===== src/rtl/regfile_pkg.sv =====
// Shared register-file parameters and the posted-write entry type
// used by the write buffer and its forwarding logic.
package regfile_pkg;

  localparam int RF_NUM_REGS = 32;
  localparam int RF_DATA_W   = 32;
  localparam int RF_ADDR_W   = $clog2(RF_NUM_REGS);

  localparam int WB_DEPTH = 4;

  typedef struct packed {
    logic [RF_ADDR_W-1:0] addr;
    logic [RF_DATA_W-1:0] data;
  } wb_entry_t;

endpackage : regfile_pkg


===== src/rtl/wb_fwd_match.sv =====
// Per-read-port forwarding select: returns the data of the newest valid
// pending write to rd_addr, or the register-file value when none matches.
module wb_fwd_match #(
  parameter int DEPTH  = 4,
  parameter int DATA_W = 32,
  parameter int ADDR_W = 5
) (
  input  logic [ADDR_W-1:0]         entry_addr [DEPTH],
  input  logic [DATA_W-1:0]         entry_data [DEPTH],
  input  logic [DEPTH-1:0]          valid,
  input  logic [$clog2(DEPTH)-1:0]  wr_ptr,
  input  logic [ADDR_W-1:0]         rd_addr,
  input  logic [DATA_W-1:0]         rf_data,
  output logic [DATA_W-1:0]         fwd_data
);

  localparam int PTR_W = $clog2(DEPTH);

  logic [DEPTH-1:0] slot_hit;
  logic [DEPTH-1:0] age_hit;
  logic [PTR_W-1:0] age_slot [DEPTH];

  // age_slot[0] is the slot written most recently (just behind wr_ptr).
  generate
    for (genvar gi = 0; gi < DEPTH; gi++) begin : g_match
      assign slot_hit[gi] = valid[gi] & (entry_addr[gi] == rd_addr);
      assign age_slot[gi] = wr_ptr - PTR_W'(gi + 1);
      assign age_hit[gi]  = slot_hit[age_slot[gi]];
    end
  endgenerate

  // Walk oldest to newest so the newest hit is the last one assigned.
  always_comb begin
    fwd_data = rf_data;
    for (int k = DEPTH - 1; k >= 0; k--) begin
      if (age_hit[k]) begin
        fwd_data = entry_data[age_slot[k]];
      end
    end
  end

endmodule : wb_fwd_match


===== src/rtl/regfile_write_buffer.sv =====
// Posted-write FIFO in front of the register file: queues execute-stage
// writes, drains one per cycle, and forwards pending data to both read ports.
module regfile_write_buffer
  import regfile_pkg::*;
#(
  parameter int DEPTH  = WB_DEPTH,
  parameter int DATA_W = RF_DATA_W,
  parameter int ADDR_W = RF_ADDR_W
) (
  input  logic                     clk,
  input  logic                     rst,
  input  logic                     wr_valid,
  output logic                     wr_ready,
  input  logic [ADDR_W-1:0]        wr_addr,
  input  logic [DATA_W-1:0]        wr_data,
  input  logic                     drain_en,
  output logic [DATA_W-1:0]        rf_Din,
  output logic                     rf_writeEn,
  output logic [ADDR_W-1:0]        rf_writeAdd,
  input  logic [ADDR_W-1:0]        read1Add,
  input  logic [ADDR_W-1:0]        read2Add,
  input  logic [DATA_W-1:0]        rf_Dout1,
  input  logic [DATA_W-1:0]        rf_Dout2,
  output logic [DATA_W-1:0]        Dout1,
  output logic [DATA_W-1:0]        Dout2,
  output logic [$clog2(DEPTH):0]   count,
  output logic                     empty,
  output logic                     full
);

  localparam int PTR_W = $clog2(DEPTH);
  localparam int CNT_W = PTR_W + 1;

  logic [PTR_W-1:0]  wr_ptr_reg;
  logic [PTR_W-1:0]  rd_ptr_reg;
  logic [CNT_W-1:0]  count_reg;
  logic [CNT_W-1:0]  count_next;
  logic [DEPTH-1:0]  valid_reg;
  logic [DEPTH-1:0]  valid_next;
  logic [ADDR_W-1:0] entry_addr [DEPTH];
  logic [DATA_W-1:0] entry_data [DEPTH];
  logic              push;
  logic              drain;

  assign full     = (count_reg == CNT_W'(DEPTH));
  assign empty    = (count_reg == '0);
  assign wr_ready = ~full;
  assign count    = count_reg;

  // No pass-through: a full buffer refuses even when a drain frees a slot.
  assign push  = wr_valid & wr_ready;
  assign drain = drain_en & ~empty;

  assign rf_writeEn  = drain;
  assign rf_Din      = empty ? '0 : entry_data[rd_ptr_reg];
  assign rf_writeAdd = empty ? '0 : entry_addr[rd_ptr_reg];

  always_comb begin
    count_next = count_reg;
    case ({push, drain})
      2'b10:   count_next = count_reg + 1'b1;
      2'b01:   count_next = count_reg - 1'b1;
      default: count_next = count_reg;
    endcase
  end

  // Push and drain never target the same slot: that needs count 0 or DEPTH.
  generate
    for (genvar gi = 0; gi < DEPTH; gi++) begin : g_valid
      assign valid_next[gi] =
          (valid_reg[gi] & ~(drain & (rd_ptr_reg == PTR_W'(gi))))
        | (push & (wr_ptr_reg == PTR_W'(gi)));
    end
  endgenerate

  always_ff @(posedge clk or negedge rst) begin
    if (!rst) begin
      wr_ptr_reg <= '0;
      rd_ptr_reg <= '0;
      count_reg  <= '0;
      valid_reg  <= '0;
    end else begin
      if (push) begin
        wr_ptr_reg <= wr_ptr_reg + 1'b1;
      end
      if (drain) begin
        rd_ptr_reg <= rd_ptr_reg + 1'b1;
      end
      count_reg <= count_next;
      valid_reg <= valid_next;
    end
  end

  // Entry payload is never reset; valid_reg alone says what is live.
  always_ff @(posedge clk) begin
    if (push) begin
      entry_addr[wr_ptr_reg] <= wr_addr;
      entry_data[wr_ptr_reg] <= wr_data;
    end
  end

  wb_fwd_match #(
    .DEPTH  (DEPTH),
    .DATA_W (DATA_W),
    .ADDR_W (ADDR_W)
  ) u_fwd1 (
    .entry_addr (entry_addr),
    .entry_data (entry_data),
    .valid      (valid_reg),
    .wr_ptr     (wr_ptr_reg),
    .rd_addr    (read1Add),
    .rf_data    (rf_Dout1),
    .fwd_data   (Dout1)
  );

  wb_fwd_match #(
    .DEPTH  (DEPTH),
    .DATA_W (DATA_W),
    .ADDR_W (ADDR_W)
  ) u_fwd2 (
    .entry_addr (entry_addr),
    .entry_data (entry_data),
    .valid      (valid_reg),
    .wr_ptr     (wr_ptr_reg),
    .rd_addr    (read2Add),
    .rf_data    (rf_Dout2),
    .fwd_data   (Dout2)
  );

endmodule : regfile_write_buffer


===== config.mk =====
export PLATFORM = sky130hd
export DESIGN_NAME = regfile_write_buffer
export DESIGN_NICKNAME = d
export VERILOG_FILES = /design/src/rtl/regfile_pkg.sv /design/src/rtl/wb_fwd_match.sv /design/src/rtl/regfile_write_buffer.sv
export SDC_FILE = /design/constraint.sdc
export NUM_CORES = 1
export LEC_CHECK = 0
export ABC_AREA = 1
export BUFFER_PORTS_ARGS = -buffer_cell sky130_fd_sc_hd__buf_2
export CAP_MARGIN = 20
export CELL_PAD_IN_SITES_DETAIL_PLACEMENT = 0
export CELL_PAD_IN_SITES_GLOBAL_PLACEMENT = 1
export CORE_MARGIN = 1.5
export CORE_UTILIZATION = 41
export CTS_CLUSTER_DIAMETER = 100
export DETAILED_ROUTE_END_ITERATION = 6
export GPL_ROUTABILITY_DRIVEN = 0
export GPL_TIMING_DRIVEN = 1
export PLACE_DENSITY = 0.8
export RECOVER_POWER = 100
export SKIP_LAST_GASP = 1
export SYNTH_ARGS = -nofsm -noshare
export SYNTH_HDL_FRONTEND = slang
export SYNTH_SLANG_ARGS = --single-unit

===== constraint.sdc =====
create_clock -name clk -period 4.3 [get_ports clk]
set_input_delay 0.43 -clock clk [delete_from_list [all_inputs] [get_ports clk]]
set_output_delay 0.43 -clock clk [all_outputs]
set_load 0.01 [all_outputs]

## Word-level counts from Yosys, hierarchy flattened

Cells that the tools add are included.

- Logic and storage cells: 139
- Bits in registers: 159
- Output and inout bits: 108
- Input bits: 115

- Add/sub/neg operators: 7
- Mux-type cells: 51
- Reductions and logical operators: 5
- Eq/ne operators: 17
- Bitwise operators: 37
- Order comparisons: 10

Operators by type and width:

| kind | count |
|---|---|
| 2-to-1 mux 32 bit | 20 |
| binary-select mux 32 bit (select 2 bit) | 5 |
| bitwise mux 128 bit | 1 |
| demux 32 bit (select 2 bit) | 1 |
| == test 5 bit | 8 |
| AND 1 bit | 22 |
| bitwise mux 20 bit | 1 |
| 2-to-1 mux 5 bit | 4 |
| binary-select mux 1 bit (select 2 bit) | 8 |
| greater-or-equal comparator 3 bit, second input constant | 5 |
| inverter 2 -> 3 bit | 5 |
| less-than comparator 2 x 3 -> 1 bit, second input constant | 4 |
| binary-select mux 5 bit (select 2 bit) | 1 |
| demux 5 bit (select 2 bit) | 1 |
| == test 2 bit, second input constant | 5 |
| 2-to-1 mux 1 bit | 8 |
| == test 2 x 1 -> 1 bit, second input constant | 3 |
| inverter 1 bit | 6 |
| case mux 3 bit (2 select lines) | 1 |
| adder 2 x 1 -> 2 bit, second input constant | 2 |
| logical NOT 2 bit | 2 |
| bitwise OR 1 bit | 4 |
| subtractor 2 bit, second input constant | 2 |
| adder 3 x 1 -> 3 bit, second input constant | 1 |
| other kinds (7) | 7 |

## Logic depth before layout (Yosys ltp)

- Depth in word-level cells: 8
- Mapped depth: 17
- Mapped depth without buffers: 17

## Hierarchy

Synthesis repeated with hierarchy kept, for this count alone.

- Cells, all modules: 3,083
- Area, all modules: 17,390.4 um2

By module, submodules not included:

| module | sequential area each (um2) | cells each | times used | area an instance (um2) |
|---|---|---|---|---|
| wb_fwd_match | 0.0 | 1,210 | 2 | 5,240.0 |
| regfile_write_buffer | 4,719.5 | 663 | 1 | 6,910.4 |

## Worst setup path before layout

Ideal clock, no wire load.

- Path type: reg2reg
- Start: register wr_ptr_reg[1] (netlist name)
- End: register entry_addr[10] (netlist bit) (enable)
- Setup slack: 1.050 ns
- Setup time: 0.431 ns
- Clock period less this slack: 3.250 ns
- Cell stages (with the launch flop): 8
- Required time: 3.869 ns
- Data arrival time: 2.819 ns
- Cell sequence: dfrtp_1 -> buf_6 -> inv_2 -> buf_2 -> buf_2 -> ha_1 -> inv_1 -> nor2_1

RTL lines:

| what | line | text |
|---|---|---|
| to (signal, indexed assignment) | regfile_write_buffer.sv:97 | `entry_addr[wr_ptr_reg] <= wr_addr;` |
| to (decl) | regfile_write_buffer.sv:40 | `logic [ADDR_W-1:0] entry_addr [DEPTH];` |

## Worst setup path in the final report

- Start: register wr_ptr_reg[0]
- End: output Dout2[9]

- Word-level cells in the longest chain between the ends: 8

Ends and longest elaborated chain:

| what | line | text |
|---|---|---|
| from (decl) | regfile_write_buffer.sv:34 | `logic [PTR_W-1:0] wr_ptr_reg;` |
| from (signal assigned) | regfile_write_buffer.sv:84 | `wr_ptr_reg <= wr_ptr_reg + 1'b1;` |
| subtractor 2 bit / inverter 2 -> 3 bit (equally long branches) | wb_fwd_match.sv:27, wb_fwd_match.sv:37 |  |
| inverter 2 -> 3 bit (not written as such) / binary-select mux 32 bit (select 2 bit) (equally long branches) | wb_fwd_match.sv:37 | `fwd_data = entry_data[age_slot[k]];` |
| binary-select mux 32 bit (select 2 bit) / 2-to-1 mux 32 bit (equally long branches) | wb_fwd_match.sv:37 |  |
| 2-to-1 mux 32 bit (not written as such) | wb_fwd_match.sv:37 |  |
| 2-to-1 mux 32 bit, on equally long branches | wb_fwd_match.sv:37, wb_fwd_match.sv:36 |  |
| 2-to-1 mux 32 bit (2 in a row) | wb_fwd_match.sv:36 | `if (age_hit[k]) begin` |
| 2-to-1 mux 32 bit (*) | wb_fwd_match.sv:36 |  |
| to (decl) | regfile_write_buffer.sv:25 | `output logic [DATA_W-1:0] Dout2,` |

Mark *: on every way between the ends. The rest lies on a longest branch, timed or not. The select of a mux whose other input is x is not followed.

==> impl_results.md <==
- Drc violations: 0
- Synth cell count leaders: nand2_1 (695), o21ai_0 (313), inv_1 (310)
- Synthesized-area fraction occupied by and/or/nand/nor cells: 0.305
- CP required: 3870 ps
- Total Nets Final: roughly 2.4k
- Clock sinks: between 150 and 200
- Crit path launch type: register
- Setup Crit Path Kind: register to primary output
- XOR/XNOR Fraction of Synth Area: 0.00751
- Largest register FFs: ~130
- Total track usage: 0.271
- Gr ovfl total: 0
- Global-route wire length before repair: ~74,000 µm
- Main combinational cell family by area after synthesis: simple AND/OR/NAND/NOR gates
- Dpl cell area: approximately 0.015 mm²
- Final WL: 48,800 µm
- Crit-path most repeated cell: nand2_1
- Worst min-delay path category: input pin to register
- Max FO, Critical Path: between 200 and 250
- Vias/cell: 5.20
- # IOs: between 200 and 250
- Die area: ~0.035 mm²
- Layout Skew: roughly 5 ps
- Syn_nets: 2,282
- Placed Cells: about 2.7k
- Area of all placed cells without fillers: about 0.016 mm²
- Proportion of synthesized area in mux cells: 0
- Worst Path Arrival: ~3500 ps
- Most used DFF post-synth: edfxtp_1
- Most frequent cell after synthesis: nand2_1
- Share of layout cells above drive strength 1: 0.0971
- Max_slew headroom: -0.616
- Max Transition Viols Final: 172
- Final ANT Viol Nets: 0
- Asr flop ratio synth: 0.0692
- I/O Buffers: between 200 and 250
- Cell accounting for the most synthesized area: edfxtp_1
- Drt first pass iters: 6
- Post-DP HPWL: 36,000 µm
- Post-synthesis adder-cell area fraction: 0.00947
- Failing checks: capacitance limit, slew limit
- Slew @ Worst Pin: 2420 ps
- Post_cts resized: 0
- Mapped Area: 0.0140 mm²
- RSZ-0062 raised after global routing: no
- Vias: approximately 14k
- Area Overhead vs Synth: 10.8%
- F_max: 252 MHz
- CTS HTree Levels: 4
- Cell Chain, Critical Path: buf_12, nand3_1, nand3_1, nand2_1, inv_1, buf_4, nand2_1, nand2_1, clkbuf_1
- Avg WL per Cell: approximately 18 µm
- CP peak stage delay: slightly above 700 ps
- Initial antenna violation count: 7
- CTS tree: done
- Crit. End Element: primary output
- Yosys top cell area share: 0.317
- DIE HEIGHT: approximately 190 µm
- Synthesized instance count: approximately 2.2k
- CTS max path bufs: 2
- EDFF count, synth: 148
- Compound-gate portion of the synthesized area: 0.196
- Total negative slack: 0 ps
- Chip Width: approximately 190 µm
- Clock Latency Late Sink: roughly 430 ps
- Starting DRT DRC Count: 1,881
- Synthesized area per cell: around 6.5 µm²
- Worst path slowest cell: inv_1
- Layout Cells excl Fill: around 2.7k
- Yosys reg bits: around 160
- Register area share after synthesis: 0.337
- Dominant cells by area after synthesis: edfxtp_1 (32%), nand2_1 (19%), o21ai_0 (11%)
- # setup viols final: 0
- Run status: finished, violations left
- Vias in the first global route: around 12k
- Core area: roughly 0.034 mm²
- Final hold vios: 0
- Clock buffers created by TritonCTS: 17
- Largest net degree at the start of global routing: around 230
- Min Tclk post-route: ~4000 ps
- Netlist cell types: 38
- Tcrit/Tclk final: 0.923
- Reg clk slew, reported paths: about 60 ps
- CTS root buf: clkbuf_16
- Row Count: 67
- Initial Utilization: 0.417
- Ys Warns: 0
- MaxCap Viol Count: 3
-- cells by family (layout without fill, tap and decap cells) --
logic type / count (synthesis) / after routing
AO/OA/AOI/OAI: 539 / 539
XOR/XNOR: 12 / 12
adder cells (fa/ha/maj): 10 / 10
buffers and inverters: 468 / 607
flip-flops: 159 / 159
other: 0 / 4
AND/OR/NAND/NOR: 969 / 969
-- worst max-delay path, delay by kind of cell (launching register included) --
family | cells | cell delay (ps)
buffers and inverters | 4 | 1770
and+or+nand+nor | 5 | 760
DFF | 1 | 540
-- stage by stage --
| stage | hold slack, ps | utilization | setup slack (ps) |
|---|---|---|---|
| floorplan | 134 | - | 1050 |
| global route | 256 | 0.463 | 141 |
| detailed placement | 341 | 0.452 | 974 |
| CTS | 208 | 0.471 | 526 |
| finish | 258 | 0.463 | 333 |
| global placement | 338 | 0.452 | 979 |
-- layer usage --
| layer | track usage | part of all wire |
|---|---|---|
| met4 | 0.0529 | 0.011 |
| met2 | 0.361 | 0.38 |
| met5 | 0 | 0.00082 |
| met3 | 0.0457 | 0.098 |
| met1 | 0.447 | 0.51 |
-- cell usage in the layout (no fill, tap or decap), types with 2 or more instances in the layout --
cell	n
a21oi_1	122
a21oi_2	6
buf_2	95
buf_4	17
bufinv_16	3
clkbuf_1	132
clkbuf_16	17
clkbuf_2	5
clkinvlp_4	4
dfrtp_1	10
diode_2	4
edfxtp_1	148
ha_1	9
inv_1	309
inv_2	13
inv_6	3
inv_8	3
nand2_1	695
nand2_2	7
nand2_4	3
nand3_1	151
nand3_2	22
nand3_4	2
nand3b_1	36
nor2_1	32
nor2_2	3
nor3_1	2
nor3_2	3
o21ai_0	317
o21ai_1	87
o21ai_2	2
o22ai_1	4
or2_1	4
or2_2	7
xnor2_1	4
xor2_1	8
-- final cells by class --
| class | count | area (µm²) |
|---|---|---|
| antenna | 4 | 10.0 |
| clock buffer | 18 | 429 |
| clock inverter | 14 | 183 |
| fill | 3616 | 18000 |
| inverter | 323 | 1220 |
| multi-input combinational | 1530 | 7220 |
| sequential | 159 | 4720 |
| tap | 448 | 561 |
| timing repair buffer | 252 | 1170 |
-- final timing paths --
| path | startpoint | end | slack [ps] | depth (start not counted) |
|---|---|---|---|---|
| worst max-delay path | wr_ptr_reg[0] | Dout2[9] | 330 | 9 |
| worst min-delay path | wr_addr[3] | entry_addr[13] | 260 | 1 |
| worst max register to register | wr_ptr_reg[0] | entry_data[111] | 400 | 5 |
| worst min register to register | valid_reg[0] | valid_reg[0] | 510 | 2 |
| max in group asynchronous | rst | wr_ptr_reg[1] | 3190 | 2 |
| min in group asynchronous | rst | valid_reg[2] | 580 | 2 |
-- what timing repair did --
action                                 4_1_cts  5_1_grt
setup buffers                                0        0
hold buffers                                 1        0
endpoints found under the hold margin       11        0
setup endpoints to repair                    0        0
Power is not shown: default switching activity piles up to over one toggle a cycle in this logic, so the estimate is an artifact.
